[config.mk]
export PLATFORM = sky130hd
export DESIGN_NAME = mem_port_arbiter_flat
export DESIGN_NICKNAME = d
export VERILOG_FILES = /design/src/rtl/mem_port_arbiter_if.sv /design/src/rtl/mem_port_arbiter.sv /design/src/flat_wrapper.sv
export SDC_FILE = /design/constraint.sdc
export NUM_CORES = 1
export LEC_CHECK = 0
export CAP_MARGIN = 10
export CORE_AREA = 2 2 128 99
export CTS_BUF_LIST = sky130_fd_sc_hd__clkbuf_4 sky130_fd_sc_hd__clkbuf_8
export DETAILED_ROUTE_END_ITERATION = 10
export DIE_AREA = 0 0 130 101
export PLACE_DENSITY = 0.87
export SLEW_MARGIN = 25
export SYNTH_ARGS = -nofsm -noshare
export SYNTH_HDL_FRONTEND = slang
export SYNTH_SLANG_ARGS = --single-unit
[constraint.sdc]
create_clock -name clk -period 5 [get_ports clk]
set_input_delay 1.5 -clock clk [delete_from_list [all_inputs] [get_ports clk]]
set_output_delay 1.5 -clock clk [all_outputs]
set_load 0.02 [all_outputs]
[src/rtl/mem_port_arbiter_if.sv]
// Bundle of the I-side, D-side and main-memory signals around mem_port_arbiter.
// slave = arbiter view, master = requesters plus memory (testbench view).
interface mem_port_arbiter_if #(
  parameter int XLEN = 32
) ();
  logic            i_req;
  logic [XLEN-1:0] i_addr;
  logic [XLEN-1:0] i_rdata;
  logic            i_ack;
  logic            d_req;
  logic            d_we;
  logic [XLEN-1:0] d_addr;
  logic [XLEN-1:0] d_wdata;
  logic [XLEN-1:0] d_rdata;
  logic            d_ack;
  logic            mem_req;
  logic            mem_we;
  logic [XLEN-1:0] mem_addr;
  logic [XLEN-1:0] mem_wdata;
  logic [XLEN-1:0] mem_rdata;
  logic            mem_ready;
  logic            busy;
  logic            err;

  modport slave (
    input  i_req, i_addr, d_req, d_we, d_addr, d_wdata, mem_rdata, mem_ready,
    output i_rdata, i_ack, d_rdata, d_ack, mem_req, mem_we, mem_addr, mem_wdata,
           busy, err
  );

  modport master (
    output i_req, i_addr, d_req, d_we, d_addr, d_wdata, mem_rdata, mem_ready,
    input  i_rdata, i_ack, d_rdata, d_ack, mem_req, mem_we, mem_addr, mem_wdata,
           busy, err
  );
endinterface

[src/rtl/mem_port_arbiter.sv]
// Shares one main-memory port between I-cache refill and D-cache refill/writeback.
// One word per transaction, D-side priority limited by a streak counter, all outputs registered.
module mem_port_arbiter #(
  parameter int XLEN         = 32,
  parameter int MAX_D_STREAK = 4,
  parameter int TIMEOUT      = 64
) (
  input logic              clk,
  input logic              rst,
  mem_port_arbiter_if.slave bus
);

  typedef enum logic [2:0] {S_IDLE, S_BUSY_I, S_BUSY_D, S_ACK_I, S_ACK_D} state_t;

  localparam int            TW       = $clog2(TIMEOUT);
  localparam logic [3:0]    MAX_S    = 4'(MAX_D_STREAK);
  localparam logic [TW-1:0] TMO_LAST = TW'(TIMEOUT - 1);

  state_t          r_st, w_st_n;
  logic            r_mem_req, w_mem_req_n;
  logic            r_mem_we, w_mem_we_n;
  logic [XLEN-1:0] r_mem_addr, w_mem_addr_n;
  logic [XLEN-1:0] r_mem_wdata, w_mem_wdata_n;
  logic            r_i_ack, w_i_ack_n;
  logic            r_d_ack, w_d_ack_n;
  logic [XLEN-1:0] r_i_rdata, w_i_rdata_n;
  logic [XLEN-1:0] r_d_rdata, w_d_rdata_n;
  logic            r_busy;
  logic            r_err, w_err_n;
  logic [3:0]      r_streak, w_streak_n;
  logic [TW-1:0]   r_tmo, w_tmo_n;
  logic            w_is_d;
  logic            w_done;
  logic [XLEN-1:0] w_rd;

  always_ff @(posedge clk) begin
    if (rst) begin
      r_st        <= S_IDLE;
      r_mem_req   <= 1'b0;
      r_mem_we    <= 1'b0;
      r_mem_addr  <= '0;
      r_mem_wdata <= '0;
      r_i_ack     <= 1'b0;
      r_d_ack     <= 1'b0;
      r_i_rdata   <= '0;
      r_d_rdata   <= '0;
      r_busy      <= 1'b0;
      r_err       <= 1'b0;
      r_streak    <= '0;
      r_tmo       <= '0;
    end else begin
      r_st        <= w_st_n;
      r_mem_req   <= w_mem_req_n;
      r_mem_we    <= w_mem_we_n;
      r_mem_addr  <= w_mem_addr_n;
      r_mem_wdata <= w_mem_wdata_n;
      r_i_ack     <= w_i_ack_n;
      r_d_ack     <= w_d_ack_n;
      r_i_rdata   <= w_i_rdata_n;
      r_d_rdata   <= w_d_rdata_n;
      r_busy      <= (w_st_n != S_IDLE);
      r_err       <= w_err_n;
      r_streak    <= w_streak_n;
      r_tmo       <= w_tmo_n;
    end
  end

  always_comb begin
    w_st_n        = r_st;
    w_mem_req_n   = r_mem_req;
    w_mem_we_n    = r_mem_we;
    w_mem_addr_n  = r_mem_addr;
    w_mem_wdata_n = r_mem_wdata;
    w_i_ack_n     = 1'b0;
    w_d_ack_n     = 1'b0;
    w_i_rdata_n   = '0;
    w_d_rdata_n   = '0;
    w_err_n       = r_err;
    w_streak_n    = r_streak;
    w_tmo_n       = r_tmo;
    w_is_d        = (r_st == S_BUSY_D);
    w_done        = 1'b0;
    w_rd          = '0;

    case (r_st)
      S_IDLE: begin
        if (bus.d_req && (!bus.i_req || r_streak < MAX_S)) begin
          w_st_n        = S_BUSY_D;
          w_mem_req_n   = 1'b1;
          w_mem_we_n    = bus.d_we;
          w_mem_addr_n  = bus.d_addr;
          w_mem_wdata_n = bus.d_we ? bus.d_wdata : '0;
          w_tmo_n       = '0;
          // Streak only grows while I is actually waiting.
          if (!bus.i_req)            w_streak_n = '0;
          else if (r_streak != MAX_S) w_streak_n = r_streak + 4'd1;
        end else if (bus.i_req) begin
          w_st_n        = S_BUSY_I;
          w_mem_req_n   = 1'b1;
          w_mem_we_n    = 1'b0;
          w_mem_addr_n  = bus.i_addr;
          w_mem_wdata_n = '0;
          w_tmo_n       = '0;
          w_streak_n    = '0;
        end
      end
      S_BUSY_I, S_BUSY_D: begin
        if (bus.mem_ready) begin
          w_done = 1'b1;
          w_rd   = r_mem_we ? '0 : bus.mem_rdata;
        end else if (r_tmo == TMO_LAST) begin
          // Abort: release the requester with zero data and flag the fault.
          w_done  = 1'b1;
          w_err_n = 1'b1;
        end else begin
          w_tmo_n = r_tmo + 1'b1;
        end
        if (w_done) begin
          w_st_n        = w_is_d ? S_ACK_D : S_ACK_I;
          w_mem_req_n   = 1'b0;
          w_mem_we_n    = 1'b0;
          w_mem_addr_n  = '0;
          w_mem_wdata_n = '0;
          w_i_ack_n     = !w_is_d;
          w_d_ack_n     = w_is_d;
          w_i_rdata_n   = w_is_d ? '0 : w_rd;
          w_d_rdata_n   = w_is_d ? w_rd : '0;
        end
      end
      S_ACK_I, S_ACK_D: w_st_n = S_IDLE;
      default: w_st_n = S_IDLE;
    endcase
  end

  assign bus.mem_req   = r_mem_req;
  assign bus.mem_we    = r_mem_we;
  assign bus.mem_addr  = r_mem_addr;
  assign bus.mem_wdata = r_mem_wdata;
  assign bus.i_ack     = r_i_ack;
  assign bus.d_ack     = r_d_ack;
  assign bus.i_rdata   = r_i_rdata;
  assign bus.d_rdata   = r_d_rdata;
  assign bus.busy      = r_busy;
  assign bus.err       = r_err;

endmodule
[src/flat_wrapper.sv]
// flat-port wrapper written by rule: the top's interface ports become plain ports
module mem_port_arbiter_flat 
#(
  parameter int XLEN         = 32,
  parameter int MAX_D_STREAK = 4,
  parameter int TIMEOUT      = 64
)
  (clk, rst, bus_i_req, bus_i_addr, bus_d_req, bus_d_we, bus_d_addr, bus_d_wdata, bus_mem_rdata, bus_mem_ready, bus_i_rdata, bus_i_ack, bus_d_rdata, bus_d_ack, bus_mem_req, bus_mem_we, bus_mem_addr, bus_mem_wdata, bus_busy, bus_err);
  mem_port_arbiter_if #(.XLEN(XLEN)) bus_i ();
  input logic clk;
  input logic rst;
  input wire logic [$bits(bus_i.i_req)-1:0] bus_i_req;
  input wire logic [$bits(bus_i.i_addr)-1:0] bus_i_addr;
  input wire logic [$bits(bus_i.d_req)-1:0] bus_d_req;
  input wire logic [$bits(bus_i.d_we)-1:0] bus_d_we;
  input wire logic [$bits(bus_i.d_addr)-1:0] bus_d_addr;
  input wire logic [$bits(bus_i.d_wdata)-1:0] bus_d_wdata;
  input wire logic [$bits(bus_i.mem_rdata)-1:0] bus_mem_rdata;
  input wire logic [$bits(bus_i.mem_ready)-1:0] bus_mem_ready;
  output wire logic [$bits(bus_i.i_rdata)-1:0] bus_i_rdata;
  output wire logic [$bits(bus_i.i_ack)-1:0] bus_i_ack;
  output wire logic [$bits(bus_i.d_rdata)-1:0] bus_d_rdata;
  output wire logic [$bits(bus_i.d_ack)-1:0] bus_d_ack;
  output wire logic [$bits(bus_i.mem_req)-1:0] bus_mem_req;
  output wire logic [$bits(bus_i.mem_we)-1:0] bus_mem_we;
  output wire logic [$bits(bus_i.mem_addr)-1:0] bus_mem_addr;
  output wire logic [$bits(bus_i.mem_wdata)-1:0] bus_mem_wdata;
  output wire logic [$bits(bus_i.busy)-1:0] bus_busy;
  output wire logic [$bits(bus_i.err)-1:0] bus_err;
  assign bus_i.i_req = bus_i_req;
  assign bus_i.i_addr = bus_i_addr;
  assign bus_i.d_req = bus_d_req;
  assign bus_i.d_we = bus_d_we;
  assign bus_i.d_addr = bus_d_addr;
  assign bus_i.d_wdata = bus_d_wdata;
  assign bus_i.mem_rdata = bus_mem_rdata;
  assign bus_i.mem_ready = bus_mem_ready;
  assign bus_i_rdata = bus_i.i_rdata;
  assign bus_i_ack = bus_i.i_ack;
  assign bus_d_rdata = bus_i.d_rdata;
  assign bus_d_ack = bus_i.d_ack;
  assign bus_mem_req = bus_i.mem_req;
  assign bus_mem_we = bus_i.mem_we;
  assign bus_mem_addr = bus_i.mem_addr;
  assign bus_mem_wdata = bus_i.mem_wdata;
  assign bus_busy = bus_i.busy;
  assign bus_err = bus_i.err;
  mem_port_arbiter #(.XLEN(XLEN), .MAX_D_STREAK(MAX_D_STREAK), .TIMEOUT(TIMEOUT)) u_core (.clk(clk), .rst(rst), .bus(bus_i));
endmodule
After elaboration in Yosys (flattened, before gate mapping)
Cells that the tools add are included.
Operators by class
  $add $sub $neg: 2
  magnitude comparators: 1
  multiplexer cells: 34
  bitwise operators: 4
  equal/unequal tests: 9
  reductions and logical operators: 16
Operators with widths (count)
  $mux W32: 8
  $pmux W32 S2: 2
  $mux W6: 4
  $mux W4: 4
  $mux W3: 4
  $pmux W6 S2: 1
  $reduce_and A3 Y1: 3
  $mux W1: 8
  $reduce_or A4 Y1: 2
  $add A6 B1 Y6 const B: 1
  $eq A6 B6 Y1 const B: 1
  $pmux W3 S2: 1
  $add A4 B1 Y4 const B: 1
  $lt A4 B3 Y1 const B: 1
  $ne A2 B2 Y1 const B: 2
  $ne A4 B3 Y1 const B: 1
  $not A1 Y1: 4
  $pmux W1 S2: 2
  $reduce_and A4 Y1: 1
  $reduce_bool A2 Y1: 2
  $eq A3 B1 Y1 const B: 1
  $eq A3 B2 Y1 const B: 1
  $logic_not A3 Y1: 1
  $ne A3 B2 Y1 const B: 1
  8 further kinds: 9
Storage, ports and cells
  register bits: 147
  word-level logic and storage cells: 79
  output and inout port bits: 134

Longest topological paths before layout
Gate-level depths: netlist of the first run.
  word-level depth: 7
  gate-level depth with buffers: 8
  depth with buffers taken out: 5

Least setup slack after synthesis of the first run
Ideal clock, no wire load.
  kind: input to register
  start point: input port bus_i_req
  end point: register u_core.r_mem_wdata[20], in the netlist u_core.bus.mem_wdata[20]
  path buffers: 1
  slack: 2.370 ns
  library setup time: 0.117 ns
  arrival time: 2.513 ns
  stages on the path: 5
  path through: or2_2 a21oi_1 a221o_2 buf_6 a32o_1
Between the ends
  cells in the longest elaborated chain, start to end: 5
  elaborated cells on any way between the ends: 7
  those cells by class: eq/ne: 1; mux: 2; reduce/logical: 4
RTL lines
  from (decl): RTL line flat_wrapper.sv:12  | input wire logic [$bits(bus_i.i_req)-1:0] bus_i_req;
  $logic_not A1 Y1: RTL line mem_port_arbiter.sv:87  | if (bus.d_req && (!bus.i_req || r_streak < MAX_S)) begin
  $logic_or A1 B1 Y1: RTL line mem_port_arbiter.sv:87
  $logic_and A1 B1 Y1: RTL line mem_port_arbiter.sv:87
  $ne A3 B2 Y1 (no line) or $mux W32 (tied branches)
  $reduce_and A3 Y1 (no line) or $pmux W32 S2 (tied branches)
  to (signal assigned): RTL line mem_port_arbiter.sv:56  | r_mem_wdata <= w_mem_wdata_n;
  to (decl): RTL line mem_port_arbiter.sv:23  | logic [XLEN-1:0] r_mem_wdata, w_mem_wdata_n;
Several ways; a longest one is shown, not always the timed one.
A chain may end at the register's enable or synchronous reset.

==> flow_summary.toml, run 1 <==
[run_status]
outcome = "completed"

[setup_path]
startpoint_type = "input port"
reg2reg_depth = 5
cp.required_ns = 5.38
critPathCaptureType = "register"
r2r-start = "u_core.r_tmo[0]"
r2r_slack_ns = 2.93
crit_type = "in -> reg"
path_max_fanout = 37
arrival_ns = 3.66
r2r_end = "u_core.bus.d_rdata[0]"

[power]
ir_drop_v = 0.000158
leakage_nw = 3.36
powerDensity_nw_per_um2 = 325

[finish]
multiInputGateArea_sq_um = 1840
diodes = 0
layout-drive-gt1-share = 0.0660
seq_area_sq_um = 2940
fin_area_sq_um = 8260
layout_commonest_cell = "clkdlybuf4s50_1"
layout.nets = 852
mostFrequentLayoutCells = "clkdlybuf4s50_1, dfxtp_1, and3_1"
synthToLayoutAreaGrowth_pct = 61.5
final_util = 0.691
fill_cells = 890

[drt]
drt_iter0_drc = 188
wl_per_cell_um = 16.2
drtAntennaViolNets = 0
routed_via_density = 5.15
wirelength_um = 14400
num_vias = 4599
drt_first_pass_iters = 4
drc = 0

[floorplan]
die_h_um = 101
dieWidth_um = 130
die_area_sq_um = 13100
std_cell_rows = 35
core_area_sq_um = 12000
boundaryPins = 268
initial_utilization = 0.428

[hold_path]
hold_end = "u_core.bus.mem_req"
hold_path_depth = 2
hold_path.class = "reg -> reg"
hp-start = "u_core.bus.mem_req"

[synthesis]
yosys-top-cells-area = "dfxtp_1, and3_1, mux2i_1"
synth_area_sq_um = 5120
yosysUniqueCellTypes = 40
synth-seq-cells = 147
yosys_warnings = 0
syn_area_per_cell_sq_um = 11.0
yosysTopAreaCell = "dfxtp_1"
ys_seq_area_frac = 0.575
netlist_instances = 466
yosysTopAreaCellShare = 0.575
syn_nets = 603

[timing]
final.setup_skew_ns = 0.0112
drv_slew = 0
rsz0062_at_grt = "false"
tightest_slew_ns = 0.768
finalCriticalPeriod_ns = 3.29
timing_hold_violations_final = 0
slew_headroom = 0.486
setup_viol = 0
whs_ns = 0.458
period_share = 0.658
fmax_ghz = 0.304
finalSetupTns_ns = 0

[global_route]
grt_overflow = 0
grt_first_pass_wirelength_um = 22000
grt_start_max_net_pins = 39
antenna_found_initial = 0
grt_pass1_vias = 4485
track_usage = 0.216

[clocking]
cts_tree = "yes"
cts-root-buf = "clkbuf_8"
post_cts_buffers = 0
holdBufCountCts = 0
htree_num_levels = 4
cts_sinks = 147
cts_made_buffers = 17
clk_pin_slew_ns = 0.08
ctsLongestPathBuffers = 2
cts_resized = 0
clock_latency_ns = 0.43

[placement]
place_area_sq_um = 7830
portBuffers = 267
place_hpwl_um = 10500
gp_congestion = 0.801

[job]
drv_cap = 0
==> synthesized netlist by cell type, drive strengths merged <==
cell type	instances
o21bai	2
a32o	32
or4	1
nor2	8
o32ai	32
mux2i	33
xor2	1
or2	4
dfxtp	147
inv	36
ha	3
o21ai	5
o211a	1
nand2	10
nor3	5
or3	2
and4b	2
o211ai	2
nand3	10
buf	22
a2111oi	1
xnor2	1
a221o	1
clkbuf	20
nand3b	1
and4bb	1
and3	68
a31o	1
nor2b	1
nor4	1
a221oi	1
a21oi	10
o21a	1
==> per-stage QoR <==
step                      power, mW  std cells  worst slack, ns
after floorplan                1.51        466             2.37
after CTS                      2.71        893             1.71
after detailed placement       1.74        862             1.25
final                          2.69        893             1.71
after global routing           2.79        893             1.61
after global placement         1.73        862             1.32
==> report_power, final <==
part	internal, mW	total (mW)	leakage [nW]	switching, mW
Sequential	1.22	1.26	1.19	0.0322
Combinational	0.235	0.462	1.95	0.226
Clock	0.535	0.973	0.216	0.438
Total	1.99	2.69	3.36	0.696
==> sequential cells by signal, summed over array words and instances, names as in the netlist, 3 cells and up <==
signal	cells
u_core.bus.i_rdata	32
u_core.r_streak	4
u_core.bus.d_rdata	32
u_core.r_tmo	6
u_core.r_st	3
u_core.bus.mem_wdata	32
u_core.bus.mem_addr	32
==> per-layer routing <==
layer / up-vias / GRT usage / share of wire
met2: 208 / 0.393 / 0.51
met5: - / 0 / 0
li1: 2203 / - / -
met4: 0 / 0.0778 / 0.018
met1: 2168 / 0.239 / 0.40
met3: 20 / 0.0626 / 0.067
==> final cells by class <==
type | count | area share
clock inverter | 11 | 0.0183
timing repair buffer | 272 | 0.328
clock buffer | 20 | 0.0333
multi-input combinational | 241 | 0.223
inverter | 36 | 0.0164
sequential | 147 | 0.356
tap | 166 | 0.0251
==> cell families (layout without fill, tap and decap cells) <==
| group | count (synthesis) | in the layout | synth area share |
|---|---|---|---|
| AOI/OAI and AO/OA | 89 | 89 | 0.150 |
| xor gates and xnor gates | 2 | 2 | 0.00342 |
| and+or+nand+nor | 114 | 114 | 0.131 |
| adders and majority gates | 3 | 3 | 0.00734 |
| DFF | 147 | 147 | 0.575 |
| buffers and inverters | 78 | 339 | 0.0690 |
| muxes | 33 | 33 | 0.0646 |
==> worst max-delay path by stage <==
stage	start	end	slack (ns)	cells past startpoint
after floorplan	bus_i_req	u_core.bus.mem_wdata[20]	2.37	5
after global placement	rst	u_core.bus.mem_wdata[2]	1.32	4
after detailed placement	rst	u_core.bus.mem_addr[15]	1.25	4
after CTS	rst	u_core.bus.d_rdata[0]	1.71	4
after global routing	rst	u_core.r_tmo[5]	1.61	6
final	rst	u_core.r_tmo[5]	1.71	6
==> worst max-delay path, stage by stage <==
cell and delay, ns:
clkdlybuf4s50_1 0.72, inv_1 0.23, buf_4 0.38, o21ai_1 0.20, or4_1 0.53, nand2_1 0.08
Note: power is estimated with default switching activity, not from simulation.
==> run 2, diff against run 1 <==
- CORE_AREA: 2 2 128 99 -> 2 2 139 107
- DIE_AREA: 0 0 130 101 -> 0 0 141 109
- PLACE_DENSITY: 0.87 -> 0.78
- clock period: 5 -> 2.8 ns (I/O delays scaled with it)
==> run 2 against run 1 <==
- clock skew up 0.0032 ns
- sequential cell count unchanged
- global-route usage down 2.4 points
- clock power up 66%
- critical endpoint is now u_core.bus.mem_wdata[3]
- largest power group unchanged
==> flow_summary.toml, run 2 (synthesis gave the netlist of run 1 again) <==
[drt]
routed_via_density = 5.01
drt_first_pass_iters = 4
drtAntennaViolNets = 0
drc = 0
num_vias = 4595
wl_per_cell_um = 16.3
wirelength_um = 14900
drt_iter0_drc = 254

[floorplan]
boundaryPins = 268
dieWidth_um = 141
initial_utilization = 0.362
std_cell_rows = 38
die_area_sq_um = 15400
core_area_sq_um = 14100
die_h_um = 109

[power]
leakage_nw = 3.39
p_sw_frac = 0.287
clock_power_share = 0.344
internal-power_mw = 3.36
ir_drop_v = 0.000324
p_seq_frac = 0.476
power_frac_comb = 0.180
powerDensity_nw_per_um2 = 565
p_total_mw = 4.71
switching_power_mw = 1.35

[timing]
rsz0062_at_grt = "false"
tightest_slew_ns = 0.752
fmax_ghz = 0.408
final.setup_skew_ns = 0.0144
fin_ws_ns = 0.351
finalSetupTns_ns = 0
timing_hold_violations_final = 0
period_share = 0.875
setup_viol = 0
slew_headroom = 0.499
drv_slew = 0
finalCriticalPeriod_ns = 2.45

[setup_path]
cpPeakStageDelay_ns = 0.66
crit_type = "in -> reg"
critical-path-slowest-cell = "a221o_2"
path_cells = "clkdlybuf4s50_1 > or2_2 > a21oi_1 > a221o_2 > a32o_1"
arrival_ns = 2.84
cp.required_ns = 3.19
path_max_fanout = 33
startpoint_type = "input port"
critPathCaptureType = "register"

[clocking]
htree_num_levels = 4
cts-root-buf = "clkbuf_8"
ctsLongestPathBuffers = 2
cts_made_buffers = 17
clk_pin_slew_ns = 0.08
holdBufCountCts = 0
post_cts_buffers = 0
cts_resized = 0
cts_tree = "yes"
clock_latency_ns = 0.45
cts_sinks = 147

[hold_path]
hold_path.class = "reg -> reg"

[global_route]
antenna_found_initial = 0
track_usage = 0.192
grt_pass1_vias = 4535
grt_first_pass_wirelength_um = 23100
grt_overflow = 0
grt_start_max_net_pins = 65

[finish]
seq_area_sq_um = 2940
synthToLayoutAreaGrowth_pct = 62.9
mostFrequentLayoutCells = "clkdlybuf4s50_1, dfxtp_1, and3_1"
layout.nets = 862
diodes = 0
multiInputGateArea_sq_um = 1840
fin_area_sq_um = 8330
layout_commonest_cell = "clkdlybuf4s50_1"
fill_cells = 1119
layout-drive-gt1-share = 0.0745

[job]
drv_cap = 0

[placement]
portBuffers = 267
place_area_sq_um = 7950
gp_congestion = 0.826
place_ws_ns = -0.0588
place_hpwl_um = 10800

[run_status]
outcome = "completed"
## run 2: changes by cell type in the layout (fill, tap and decap cells not counted), moves of 2 or more
cell        before  now
buf_12           0    2
buf_4            5   12
bufinv_16        3    1
clkbuf_8        20   17
clkinv_4         3    0
clkinvlp_4       1    3
inv_6            2    8
## run 2: per-stage QoR
stage,utilization,std cells,hold slack [ns]
after floorplan,-,466,0.449
after global placement,0.562,885,0.452
after detailed placement,0.563,886,0.464
after CTS,0.590,918,0.477
after global routing,0.590,918,0.495
final,0.590,918,0.477
## run 2: area by class of cell
type                    count  share of cell area
repair buffers            282               0.338
flip-flops and latches    147               0.353
clock buffers              18              0.0290
multi-input cells         241               0.220
clock inverters            14              0.0167
inverters                  36              0.0162
well taps                 180              0.0270
## run 2: worst max-delay path, delay by kind of cell
kind                   cells  cell delay (ns)
buffers and inverters      1             0.42
and+or+nand+nor            1             0.33
AOI/OAI and AO/OA          3             1.24
## run 2: power by group through the flow
stage / registers (mW) / clock network [mW] / logic [mW]
floorplan: 2.39 / 0 / 0.302
global placement: 2.29 / 0 / 0.815
detailed placement: 2.29 / 0 / 0.843
CTS: 2.24 / 1.66 / 0.847
global route: 2.25 / 1.74 / 0.907
finish: 2.24 / 1.62 / 0.847
## run 2: final timing paths
kind | startpoint | end | slack [ns] | depth (start not counted)
max reg2reg | u_core.r_tmo[0] | u_core.bus.mem_addr[15] | 0.68 | 5
min | u_core.bus.mem_req | u_core.bus.mem_req | 0.48 | 2
max | bus_i_req | u_core.bus.mem_wdata[3] | 0.35 | 5
min reg2reg | u_core.bus.mem_req | u_core.bus.mem_req | 0.48 | 2
## run 2: metal layers
layer  vias to the layer above  wire [um]  GRT usage
li1                       2225          -          -
met1                      2160       6460      0.228
met2                       187       7070      0.323
met3                        23       1070     0.0602
met4                         0        323     0.0879
met5                         -          0          0
==> run 3, diff against run 2 <==
- CAP_MARGIN: 10 -> 20
- MAX_ROUTING_LAYER: not set -> met4
==> run 3 against run 2 <==
- wire length grew 0.13%
- clock skew shrank 0.00094 ns
- worst setup slack gained 0.0098 ns
- via count grew 0.28%
- total power is essentially flat
- sequential cell count is the same
- clock power is essentially flat
- sequential share of layout area is the same
- critical path depth is the same
- critical endpoint is now u_core.bus.mem_wdata[19]
- largest power group unchanged
- highest routed layer unchanged
==> flow_summary.toml, run 3 (synthesis gave the netlist of run 1 again) <==
[drt]
wl_per_cell_um = 16.3
routed_via_density = 5.02
wl_met3_um = 1000
met1Wirelength_um = 6560
drc = 0
wirelength_um = 14900
num_vias = 4608
top_layer = "met4"
wl_met2_um = 7110
drtAntennaViolNets = 0
drt_first_pass_iters = 4
drt_iter0_drc = 243

[clocking]
ctsLongestPathBuffers = 2
cts_tree = "yes"
post_cts_buffers = 0
holdBufCountCts = 0
clock_latency_ns = 0.45
clk_pin_slew_ns = 0.09
cts_resized = 0
cts-root-buf = "clkbuf_8"
cts_sinks = 147
cts_made_buffers = 17
htree_num_levels = 4

[timing]
fin_ws_ns = 0.360
period_share = 0.871
whs_ns = 0.472
final.setup_skew_ns = 0.0134
rsz0062_at_grt = "false"
finalSetupTns_ns = 0
drv_slew = 0
finalCriticalPeriod_ns = 2.44
fmax_ghz = 0.410
setup_viol = 0
timing_hold_violations_final = 0
tightest_slew_ns = 0.749
slew_headroom = 0.501

[finish]
multiInputGateArea_sq_um = 1840
seq_area_sq_um = 2940
fill_cells = 1119
layout_commonest_cell = "clkdlybuf4s50_1"
final_util = 0.590
diodes = 0
layout.nets = 862
fin_area_sq_um = 8330
mostFrequentLayoutCells = "clkdlybuf4s50_1, dfxtp_1, and3_1"
synthToLayoutAreaGrowth_pct = 62.9
layout-drive-gt1-share = 0.0745

[setup_path]
arrival_ns = 2.84
path_max_fanout = 33
startpoint_type = "input port"
cp.required_ns = 3.20
r2r-start = "u_core.r_tmo[0]"
cp-startpoint = "bus_i_req"
r2r_slack_ns = 0.68
r2r_end = "u_core.bus.mem_addr[15]"
reg2reg_depth = 5
endpoint = "u_core.bus.mem_wdata[19]"
crit_type = "in -> reg"
critPathCaptureType = "register"

[power]
p_seq_frac = 0.477
ir_drop_v = 0.000323
internal-power_mw = 3.36
clock_power_share = 0.344
powerDensity_nw_per_um2 = 565
p_sw_frac = 0.286
switching_power_mw = 1.35
power_frac_comb = 0.180
leakage_nw = 3.39

[job]
drv_cap = 0

[global_route]
track_usage = 0.198
grt_overflow = 0
grt_first_pass_wirelength_um = 23000
grt_pass1_vias = 4543
antenna_found_initial = 0
grt_start_max_net_pins = 65

[run_status]
outcome = "completed"

[floorplan]
core_area_sq_um = 14100
initial_utilization = 0.362
die_area_sq_um = 15400
dieWidth_um = 141
std_cell_rows = 38
boundaryPins = 268
die_h_um = 109

[placement]
place_ws_ns = -0.0588
portBuffers = 267
place_hpwl_um = 10800
place_area_sq_um = 7950
gp_congestion = 0.838

[hold_path]
hold_path.class = "reg -> reg"
hp-start = "u_core.bus.mem_req"
[run 3: how the worst min path moves through the flow]
stage / endpoint / slack [ns] / cells past startpoint
after floorplan: u_core.r_streak[1] / 0.45 / 2
after global placement: u_core.bus.mem_req / 0.45 / 2
after detailed placement: u_core.bus.mem_req / 0.46 / 2
after CTS: u_core.bus.mem_req / 0.48 / 2
after global routing: u_core.bus.mem_req / 0.49 / 2
final: u_core.bus.mem_req / 0.47 / 2
[run 3: final cells by class]
class                   count  share of cell area
flip-flops and latches    147               0.353
repair buffers            282               0.338
multi-input cells         241               0.220
clock buffers              18              0.0290
well taps                 180              0.0270
clock inverters            14              0.0167
inverters                  36              0.0162
[run 3: routing by layer]
layer | vias up | track usage
met1 | 2163 | 0.231
met2 | 206 | 0.323
met3 | 20 | 0.0536
li1 | 2219 | -
met5 | - | -
met4 | 0 | 0.0879
[run 3: worst max-delay path, cell delays in order]
cell and delay [ns]:
clkdlybuf4s50_1 0.42, or2_2 0.33, a21oi_1 0.32, a221o_2 0.66
a32o_1 0.26
[run 3: per-stage QoR]
stage | power (mW) | instances
5_1_grt | 4.90 | 918
3_3_place_gp | 3.10 | 885
2_1_floorplan | 2.69 | 466
6_report | 4.70 | 918
4_1_cts | 4.74 | 918
3_5_place_dp | 3.13 | 886
[run 3: power by group through the flow]
stage               clock (mW)  combinational [mW]  sequential (mW)
floorplan                    0               0.302             2.39
global placement             0               0.815             2.29
detailed placement           0               0.843             2.29
CTS                       1.66               0.847             2.24
global route              1.74               0.906             2.25
finish                    1.62               0.847             2.24
